**src/rtl/ecg_sample_normalizer.sv**
```systemverilog
// ECG sample normalizer: takes a signed sample, splits it into sign and
// magnitude, then scans the magnitude one nibble per cycle from the top to
// find the leading-zero count and left-justify the mantissa.
module ecg_sample_normalizer #(
  parameter  int unsigned NIB = 4,
  localparam int unsigned DW  = 4 * NIB,
  localparam int unsigned EW  = $clog2(DW + 1)
) (
  input  logic          clk,
  input  logic          rst_n,
  input  logic          in_valid,
  output logic          in_ready,
  input  logic [DW-1:0] in_data,
  output logic          out_valid,
  input  logic          out_ready,
  output logic          out_sign,
  output logic [DW-1:0] out_mant,
  output logic [EW-1:0] out_exp
);

  localparam int unsigned NW = (NIB > 1) ? $clog2(NIB) : 1;

  typedef enum logic [1:0] {StIdle, StScan, StDone} state_e;

  state_e        state_q, state_d;
  logic          sign_q, sign_d;
  logic [DW-1:0] mag_q, mag_d;
  logic [NW-1:0] nib_q, nib_d;
  logic          valid_q, valid_d;
  logic [DW-1:0] mant_q, mant_d;
  logic [EW-1:0] exp_q, exp_d;

  logic [3:0]    scan_nib;
  logic          scan_hit;
  logic [EW-1:0] scan_exp;
  logic [DW-1:0] scan_mant;

  // Leading-zero count of a single nibble (0000 -> 4).
  function automatic logic [2:0] lz4(input logic [3:0] n);
    if (n[3])      return 3'd0;
    else if (n[2]) return 3'd1;
    else if (n[1]) return 3'd2;
    else if (n[0]) return 3'd3;
    else           return 3'd4;
  endfunction

  // Nibble under examination and the result it would produce if it terminates the scan.
  always_comb begin
    scan_nib  = mag_q[4*nib_q +: 4];
    scan_hit  = (scan_nib != 4'd0) || (nib_q == '0);
    scan_exp  = EW'(4 * (NIB - 1 - 32'(nib_q))) + EW'(lz4(scan_nib));
    // An all-zero magnitude ends with exp == DW; the mantissa is then zero.
    scan_mant = (scan_exp == EW'(DW)) ? '0 : (mag_q << scan_exp);
  end

  // State register and datapath flops.
  always_ff @(posedge clk or negedge rst_n) begin
    if (!rst_n) begin
      state_q <= StIdle;
      sign_q  <= 1'b0;
      mag_q   <= '0;
      nib_q   <= NW'(NIB - 1);
      valid_q <= 1'b0;
      mant_q  <= '0;
      exp_q   <= '0;
    end else begin
      state_q <= state_d;
      sign_q  <= sign_d;
      mag_q   <= mag_d;
      nib_q   <= nib_d;
      valid_q <= valid_d;
      mant_q  <= mant_d;
      exp_q   <= exp_d;
    end
  end

  // Next-state logic.
  always_comb begin
    state_d = state_q;
    unique case (state_q)
      StIdle:  if (in_valid)  state_d = StScan;
      StScan:  if (scan_hit)  state_d = StDone;
      StDone:  if (out_ready) state_d = StIdle;
      default: state_d = StIdle;
    endcase
  end

  // Datapath next values: capture on accept, step the nibble index, publish the result.
  always_comb begin
    sign_d  = sign_q;
    mag_d   = mag_q;
    nib_d   = nib_q;
    valid_d = valid_q;
    mant_d  = mant_q;
    exp_d   = exp_q;
    unique case (state_q)
      StIdle: begin
        if (in_valid) begin
          sign_d = in_data[DW-1];
          // Most negative value wraps to 1000...0, which is the correct magnitude.
          mag_d  = in_data[DW-1] ? ((~in_data) + DW'(1)) : in_data;
          nib_d  = NW'(NIB - 1);
        end
      end
      StScan: begin
        if (scan_hit) begin
          exp_d   = scan_exp;
          mant_d  = scan_mant;
          valid_d = 1'b1;
        end else begin
          nib_d = nib_q - NW'(1);
        end
      end
      StDone: begin
        if (out_ready) valid_d = 1'b0;
      end
      default: valid_d = 1'b0;
    endcase
  end

  // Outputs.
  always_comb begin
    in_ready  = (state_q == StIdle);
    out_valid = valid_q;
    out_sign  = sign_q;
    out_mant  = mant_q;
    out_exp   = exp_q;
  end

endmodule

```
**config.mk**
```make
export PLATFORM = sky130hd
export DESIGN_NAME = ecg_sample_normalizer
export DESIGN_NICKNAME = d
export VERILOG_FILES = /design/src/rtl/ecg_sample_normalizer.sv
export SDC_FILE = /design/constraint.sdc
export NUM_CORES = 1
export LEC_CHECK = 0
export BUFFER_PORTS_ARGS = -buffer_cell sky130_fd_sc_hd__buf_4
export CORE_ASPECT_RATIO = 1.2
export CORE_UTILIZATION = 30
export DETAILED_ROUTE_END_ITERATION = 8
export SETUP_SLACK_MARGIN = 0.1
export SYNTH_ARGS = -nofsm -noshare
export SYNTH_HDL_FRONTEND = slang
export SYNTH_SLANG_ARGS = --single-unit
```
**constraint.sdc**
```tcl
create_clock -name clk -period 5.28 [get_ports clk]
set_input_delay 0.528 -clock clk [delete_from_list [all_inputs] [get_ports clk]]
set_output_delay 0.528 -clock clk [all_outputs]
set_load 0.03 [all_outputs]
```
## After elaboration in Yosys (flattened, before gate mapping)

Index checks and enable logic that the tools add are counted.

| storage, ports and cells | value |
|---|---|
| bits in registers | 43 |
| bits of input ports | 20 |
| logic and storage cells | 48 |

| operators by class | value |
|---|---|
| shift-type cells | 2 |
| bitwise logic cells | 2 |
| $add $sub $neg | 4 |
| mux-type cells | 16 |
| reduce and logical (&&, ||, !) cells | 10 |
| eq/ne operators | 7 |

Operators by type and width:

| cell | number |
|---|---|
| 16-bit 2-to-1 mux | 2 |
| 16-bit by 1-bit adder with 16-bit output, second input constant | 1 |
| 16-bit NOT | 1 |
| 16-bit by 5-bit indexed part select with 4-bit output | 1 |
| 16-bit by 5-bit left shift with 16-bit output | 1 |
| 3-bit 2-to-1 mux | 4 |
| 2-bit 2-to-1 mux | 5 |
| 3-bit AND reduction | 3 |
| 2-bit != test, second input constant | 4 |
| 2-bit one-hot mux with 3 select lines | 1 |
| 5-bit by 3-bit adder with 5-bit output | 1 |
| 5-bit equality test, second input constant | 1 |
| 2-bit logical NOT | 2 |
| 2-bit one-hot mux with 2 select lines | 1 |
| 2-bit AND reduction | 2 |
| 4-bit nonzero test | 1 |
| 1-bit one-hot mux with 3 select lines | 1 |
| 2-bit by 2-bit subtractor with 3-bit output, first input constant | 1 |
| 2-bit by 1-bit equality test with 1-bit output, second input constant | 1 |
| 2-bit equality test, second input constant | 1 |
| 1-bit 2-to-1 mux | 2 |
| 2-bit nonzero test | 1 |
| 2-bit by 1-bit subtractor with 2-bit output, second input constant | 1 |
| 1-bit logical OR | 1 |
| 1-bit NOT | 1 |

## Logic depth before layout (Yosys ltp)

| depth | value |
|---|---|
| depth in word-level cells | 8 |
| depth in mapped cells | 13 |
| gate-level depth less buffers | 10 |

## Worst setup path before layout

OpenSTA, ideal clock, no wires.

| timing path | value |
|---|---|
| kind | reg-to-reg |
| from | register nib_q[0] |
| to | register mant_q[10] (netlist: out_mant[10]) |
| library setup time | 66 ps |
| path buffers | 3 |
| stages on the path, launching flop included | 13 |
| data arrival time | 2970 ps |
| path slack | 2244 ps |
| period minus slack after synthesis | 3036 ps |
| cell sequence | dfstp_2 > buf_4 > mux4_2 > or2_1 > buf_2 > nor2_1 > ha_1 > ha_1 > clkbuf_1 > nor3_2 > o211ai_1 > a31oi_1 > a221o_1 |

| on the way | value |
|---|---|
| cells in the longest elaborated chain, start to end | 8 |
| elaborated cells between the ends (all ways) | 14 |
| those cells by class | add/sub: 2; eq/ne: 1; shift: 2; mux: 5; reduce/logical: 4 |

RTL lines:

| what | RTL line | RTL |
|---|---|---|
| start, declared | 28 | `logic [NW-1:0] nib_q, nib_d;` |
| start signal, assigned | 62 | `nib_q <= NW'(NIB - 1);` |
| start signal, assigned | 70 | `nib_q <= nib_d;` |
| 16-bit by 5-bit indexed part select with 4-bit output | 49 | `scan_nib = mag_q[4*nib_q +: 4];` |
| 3-bit 2-to-1 mux | 43 | `else if (n[0]) return 3'd3;` |
| 3-bit 2-to-1 mux | 42 | `else if (n[1]) return 3'd2;` |
| 3-bit 2-to-1 mux | 41 | `else if (n[2]) return 3'd1;` |
| 3-bit 2-to-1 mux | 40 | `if (n[3]) return 3'd0;` |
| 5-bit by 3-bit adder with 5-bit output (*) | 51 | `scan_exp = EW'(4 * (NIB - 1 - 32'(nib_q))) + EW'(lz4(scan_nib));` |
| via scan_exp[3] | 35 | `logic [EW-1:0] scan_exp;` |
| 16-bit by 5-bit left shift with 16-bit output / 5-bit equality test (equally long branches) | 53 | `scan_mant = (scan_exp == EW'(DW)) ? '0 : (mag_q << scan_exp);` |
| 16-bit 2-to-1 mux (*) | 53 |  |
| end signal, assigned | 72 | `mant_q <= mant_d;` |
| end, declared | 30 | `logic [DW-1:0] mant_q, mant_d;` |

Mark *: on every way through the listed nets, which the timed path passes. The rest lies on a longest branch.
A chain may end at the register's enable or synchronous reset.

## Worst setup path after layout

| timing path | value |
|---|---|
| from | register nib_q[0] |
| to | register mant_q[6] (netlist: out_mant[6]) |

Same word-level chain as after synthesis.

==> run_summary.xml <==
<?xml version="1.0" encoding="UTF-8"?>
<metrics>
  <group name="sta">
    <metric name="layout_min_cycle_time" unit="ns">3.59</metric>
    <metric name="finalSetupViolations" unit="">0</metric>
    <metric name="fin_setup_tns" unit="ns">0</metric>
    <metric name="postLayoutSetupSlackWorst" unit="ns">1.69</metric>
    <metric name="unrepaired_setup_endpoints_after_global_routing" unit="">false</metric>
    <metric name="worstMarginPinSlew" unit="ns">0.973</metric>
    <metric name="skew" unit="ns">0.00433</metric>
    <metric name="max_clock_freq" unit="MHz">279</metric>
    <metric name="max_transition_margin" unit="%">35.0</metric>
    <metric name="final_hold_viol_count" unit="">0</metric>
    <metric name="layout_worst_path_cycle_share" unit="%">67.9</metric>
    <metric name="maxSlewViolCount" unit="">0</metric>
  </group>
  <group name="logic_synthesis">
    <metric name="synth-adder-area-share" unit="%">1.69</metric>
    <metric name="yosysWarningCount" unit="">0</metric>
    <metric name="multiplexer_fraction_of_the_synthesized_cell_area" unit="%">9.57</metric>
    <metric name="most_instantiated_flip_flop_cell_in_the_synthesis_netlist" unit="">sky130_fd_sc_hd__dfrtp_1</metric>
    <metric name="synth_top_area_share" unit="%">34.7</metric>
    <metric name="synth_cell_type_count" unit="">52</metric>
    <metric name="mappedNetlistNets" unit="">367</metric>
    <metric name="number_of_flops_mapped_to_enable_cells_by_yosys" unit="">0</metric>
    <metric name="simple_gate_fraction_of_synth_area" unit="%">15.9</metric>
    <metric name="avgSynthCellArea" unit="sq um">8.62</metric>
    <metric name="register_bit_count_reported_by_yosys" unit="">43</metric>
    <metric name="synth-xor-area-share" unit="%">3.85</metric>
    <metric name="synth_async_sr_flop_share" unit="%">100</metric>
    <metric name="ys_top_cells_by_area" unit="">sky130_fd_sc_hd__dfrtp_1 35%, sky130_fd_sc_hd__nand2_1 7.5%, sky130_fd_sc_hd__o21ai_0 6.6%</metric>
    <metric name="seq_area_frac_synth" unit="%">36.5</metric>
    <metric name="cells_after_synthesis" unit="">343</metric>
    <metric name="synth_compound_area_share" unit="%">27.9</metric>
    <metric name="post-synth-top-area-cell" unit="">sky130_fd_sc_hd__dfrtp_1</metric>
    <metric name="syn-cell-area" unit="sq um">2960</metric>
    <metric name="largest_family_of_logic_cells_by_synthesized_area" unit="">compound AO/OA/AOI/OAI gates</metric>
  </group>
  <group name="cts">
    <metric name="post-cts-setup-buffers" unit="">0</metric>
    <metric name="cts_num_sinks" unit="">43</metric>
    <metric name="post_cts_resized" unit="">0</metric>
    <metric name="cts_tree" unit="">built</metric>
    <metric name="clock-root-buffer" unit="">sky130_fd_sc_hd__clkbuf_16</metric>
    <metric name="post_cts_hold_buffer_count" unit="">0</metric>
    <metric name="clkTransAtPathRegs" unit="ns">0.06</metric>
    <metric name="insertion_delay" unit="ns">0.29</metric>
    <metric name="numCtsBuffers" unit="">5</metric>
    <metric name="h-tree-depth" unit="">2</metric>
    <metric name="cts.path.max_buffers" unit="">2</metric>
  </group>
  <group name="setup_path">
    <metric name="startpoint_type" unit="">flop</metric>
    <metric name="cp_slowest_cell" unit="">sky130_fd_sc_hd__dfstp_2</metric>
    <metric name="critical_path_arrival" unit="ns">3.81</metric>
    <metric name="worstSetupPathType" unit="">reg2reg</metric>
    <metric name="cp_capture_type" unit="">flop</metric>
    <metric name="cp.required" unit="ns">5.50</metric>
    <metric name="worstPathCellList" unit="">mux4_2 &gt; or2_1 &gt; nor2_1 &gt; ha_1 &gt; inv_1 &gt; o32a_1 &gt; a21oi_1 &gt; a21o_1</metric>
    <metric name="cp_slowest_stage_delay" unit="ns">0.79</metric>
    <metric name="largest_driver_fanout_on_the_critical_path" unit="">20</metric>
  </group>
  <group name="placed_design">
    <metric name="post-dp-hpwl" unit="um">5730</metric>
    <metric name="dp_slack" unit="ns">1.72</metric>
    <metric name="placement.io_buffers" unit="">43</metric>
    <metric name="routability_congestion_estimate" unit="">0.922</metric>
  </group>
  <group name="floorplanning">
    <metric name="initial_core_util" unit="%">30.9</metric>
    <metric name="placement_rows" unit="">39</metric>
    <metric name="design.portCount" unit="">44</metric>
    <metric name="core_region_area" unit="sq um">9560</metric>
    <metric name="die_height" unit="um">111</metric>
    <metric name="dieArea" unit="sq um">10300</metric>
    <metric name="die_x" unit="um">92.6</metric>
  </group>
  <group name="grt">
    <metric name="number_of_global_route_vias_before_repair" unit="">2616</metric>
    <metric name="maximum_number_of_pins_on_one_net_before_global_route_repair" unit="">44</metric>
    <metric name="overflow_left_after_global_routing" unit="">0</metric>
    <metric name="antenna_found_initial" unit="">0</metric>
    <metric name="wire_length_of_the_first_global_routing_pass" unit="um">13100</metric>
    <metric name="track_usage" unit="%">15.8</metric>
  </group>
  <group name="drt">
    <metric name="post_drt_via_cell_ratio" unit="">5.52</metric>
    <metric name="drc" unit="">0</metric>
    <metric name="totalWireLength" unit="um">7710</metric>
    <metric name="drt_iter0_markers" unit="">208</metric>
    <metric name="first_pass_detailed_route_iteration_total" unit="">4</metric>
    <metric name="avgRoutedWirePerCell" unit="um">15.6</metric>
    <metric name="detailroute.via_count" unit="">2727</metric>
    <metric name="postRouteAntennaNets" unit="">0</metric>
  </group>
  <group name="min_path">
    <metric name="hold_path_class" unit="">in2async</metric>
  </group>
  <group name="run_status">
    <metric name="result_of_the_run" unit="">completed</metric>
  </group>
  <group name="final_layout">
    <metric name="drive_above_1_share" unit="%">19.1</metric>
    <metric name="area_delta_synth_final" unit="%">19.1</metric>
    <metric name="numnets_final" unit="">394</metric>
    <metric name="insertedDiodeCount" unit="">0</metric>
  </group>
  <group name="job">
    <metric name="max_cap_violations" unit="">0</metric>
  </group>
</metrics>
## layer usage
| layer | wire length [um] | vias to the layer above | share of wire [%] | track usage, % |
|---|---|---|---|---|
| li1 | - | 1328 | - | - |
| met1 | 3610 | 1286 | 47 | 21.9 |
| met2 | 3570 | 102 | 46 | 24.8 |
| met3 | 411 | 11 | 5.3 | 2.81 |
| met4 | 120 | 0 | 1.6 | 4.79 |
| met5 | 0 | - | 0 | 0 |
## worst max-delay path, delay by kind of cell, from the launching register on
family / cells / cell delay [ns]
AND/OR/NAND/NOR: 2 / 0.52
AO/OA/AOI/OAI: 3 / 0.69
multiplexers: 1 / 0.73
buffers and inverters: 1 / 0.26
adder cells (fa/ha/maj): 1 / 0.53
flip-flops: 1 / 0.79
## flip-flops by register name, indices dropped and copies added (netlist names)
| register | flops |
|---|---|
| mag_q | 16 |
| out_mant | 16 |
| out_exp | 5 |
| state_q | 2 |
| out_sign | 1 |
| out_valid | 1 |
| nib_q | 2 |
## stage by stage
stage | cell area [sq um] | hold WS, ns | utilization, % | cells
finish | 3520 | 0.221 | 36.8 | 494
global route | 3520 | 0.268 | 36.8 | 494
CTS | 3520 | 0.246 | 36.8 | 494
detailed placement | 3350 | 0.471 | 35.0 | 486
global placement | 3350 | 0.469 | 35.0 | 486
floorplan | 2960 | 0.232 | - | 343
## worst paths after layout
check / from / endpoint / slack [ns] / cells after the start
worst max-delay path: nib_q[0] / out_mant[6] / 1.69 / 8
worst min-delay path: rst_n / out_mant[9] / 0.22 / 1
worst max register to register: nib_q[0] / out_mant[6] / 1.69 / 8
worst min register to register: out_sign / out_sign / 0.48 / 2
max in group asynchronous: rst_n / nib_q[0] / 4.69 / 1
min in group clk: out_ready / state_q[1] / 0.42 / 2
## cell usage after synthesis, drive strengths merged (5+ instances only)
cell	count
nor2	12
nor3	5
xor2	9
mux2	10
buf	6
nand3	6
o31ai	12
inv	9
o21ai	42
dfrtp	41
a21oi	21
o221ai	7
mux2i	8
nand2	59
clkbuf	19
or3	5
## cells by family (layout without fill, tap and decap cells)
group | count (synthesis) | count (layout)
mux | 22 | 22
buf+inv | 34 | 62
compound gates | 123 | 123
simple gates | 104 | 104
fa+ha+maj | 4 | 4
xor+xnor | 13 | 13
flops | 43 | 43
## cell usage in the layout (no fill, tap or decap), types with 8 or more instances in the layout
master and count:
sky130_fd_sc_hd__inv_1 9, sky130_fd_sc_hd__nand2_1 59, sky130_fd_sc_hd__o31ai_1 12, sky130_fd_sc_hd__mux2i_1 8, sky130_fd_sc_hd__xor2_1 9, sky130_fd_sc_hd__mux2_2 10
sky130_fd_sc_hd__dfrtp_1 41, sky130_fd_sc_hd__buf_4 45, sky130_fd_sc_hd__a21oi_1 21, sky130_fd_sc_hd__o21ai_0 39, sky130_fd_sc_hd__nor2_1 12
## final cells by class
type | instances | area [sq um]
fillers | 1011 | 6040
multi-input cells | 266 | 1740
flip-flops and latches | 43 | 1080
repair buffers | 45 | 338
well taps | 123 | 154
clock buffers | 6 | 139
clock inverters | 2 | 35.0
inverters | 9 | 33.8
Power is not shown: default switching activity piles up to over one toggle a cycle in this logic, so the estimate is an artifact.
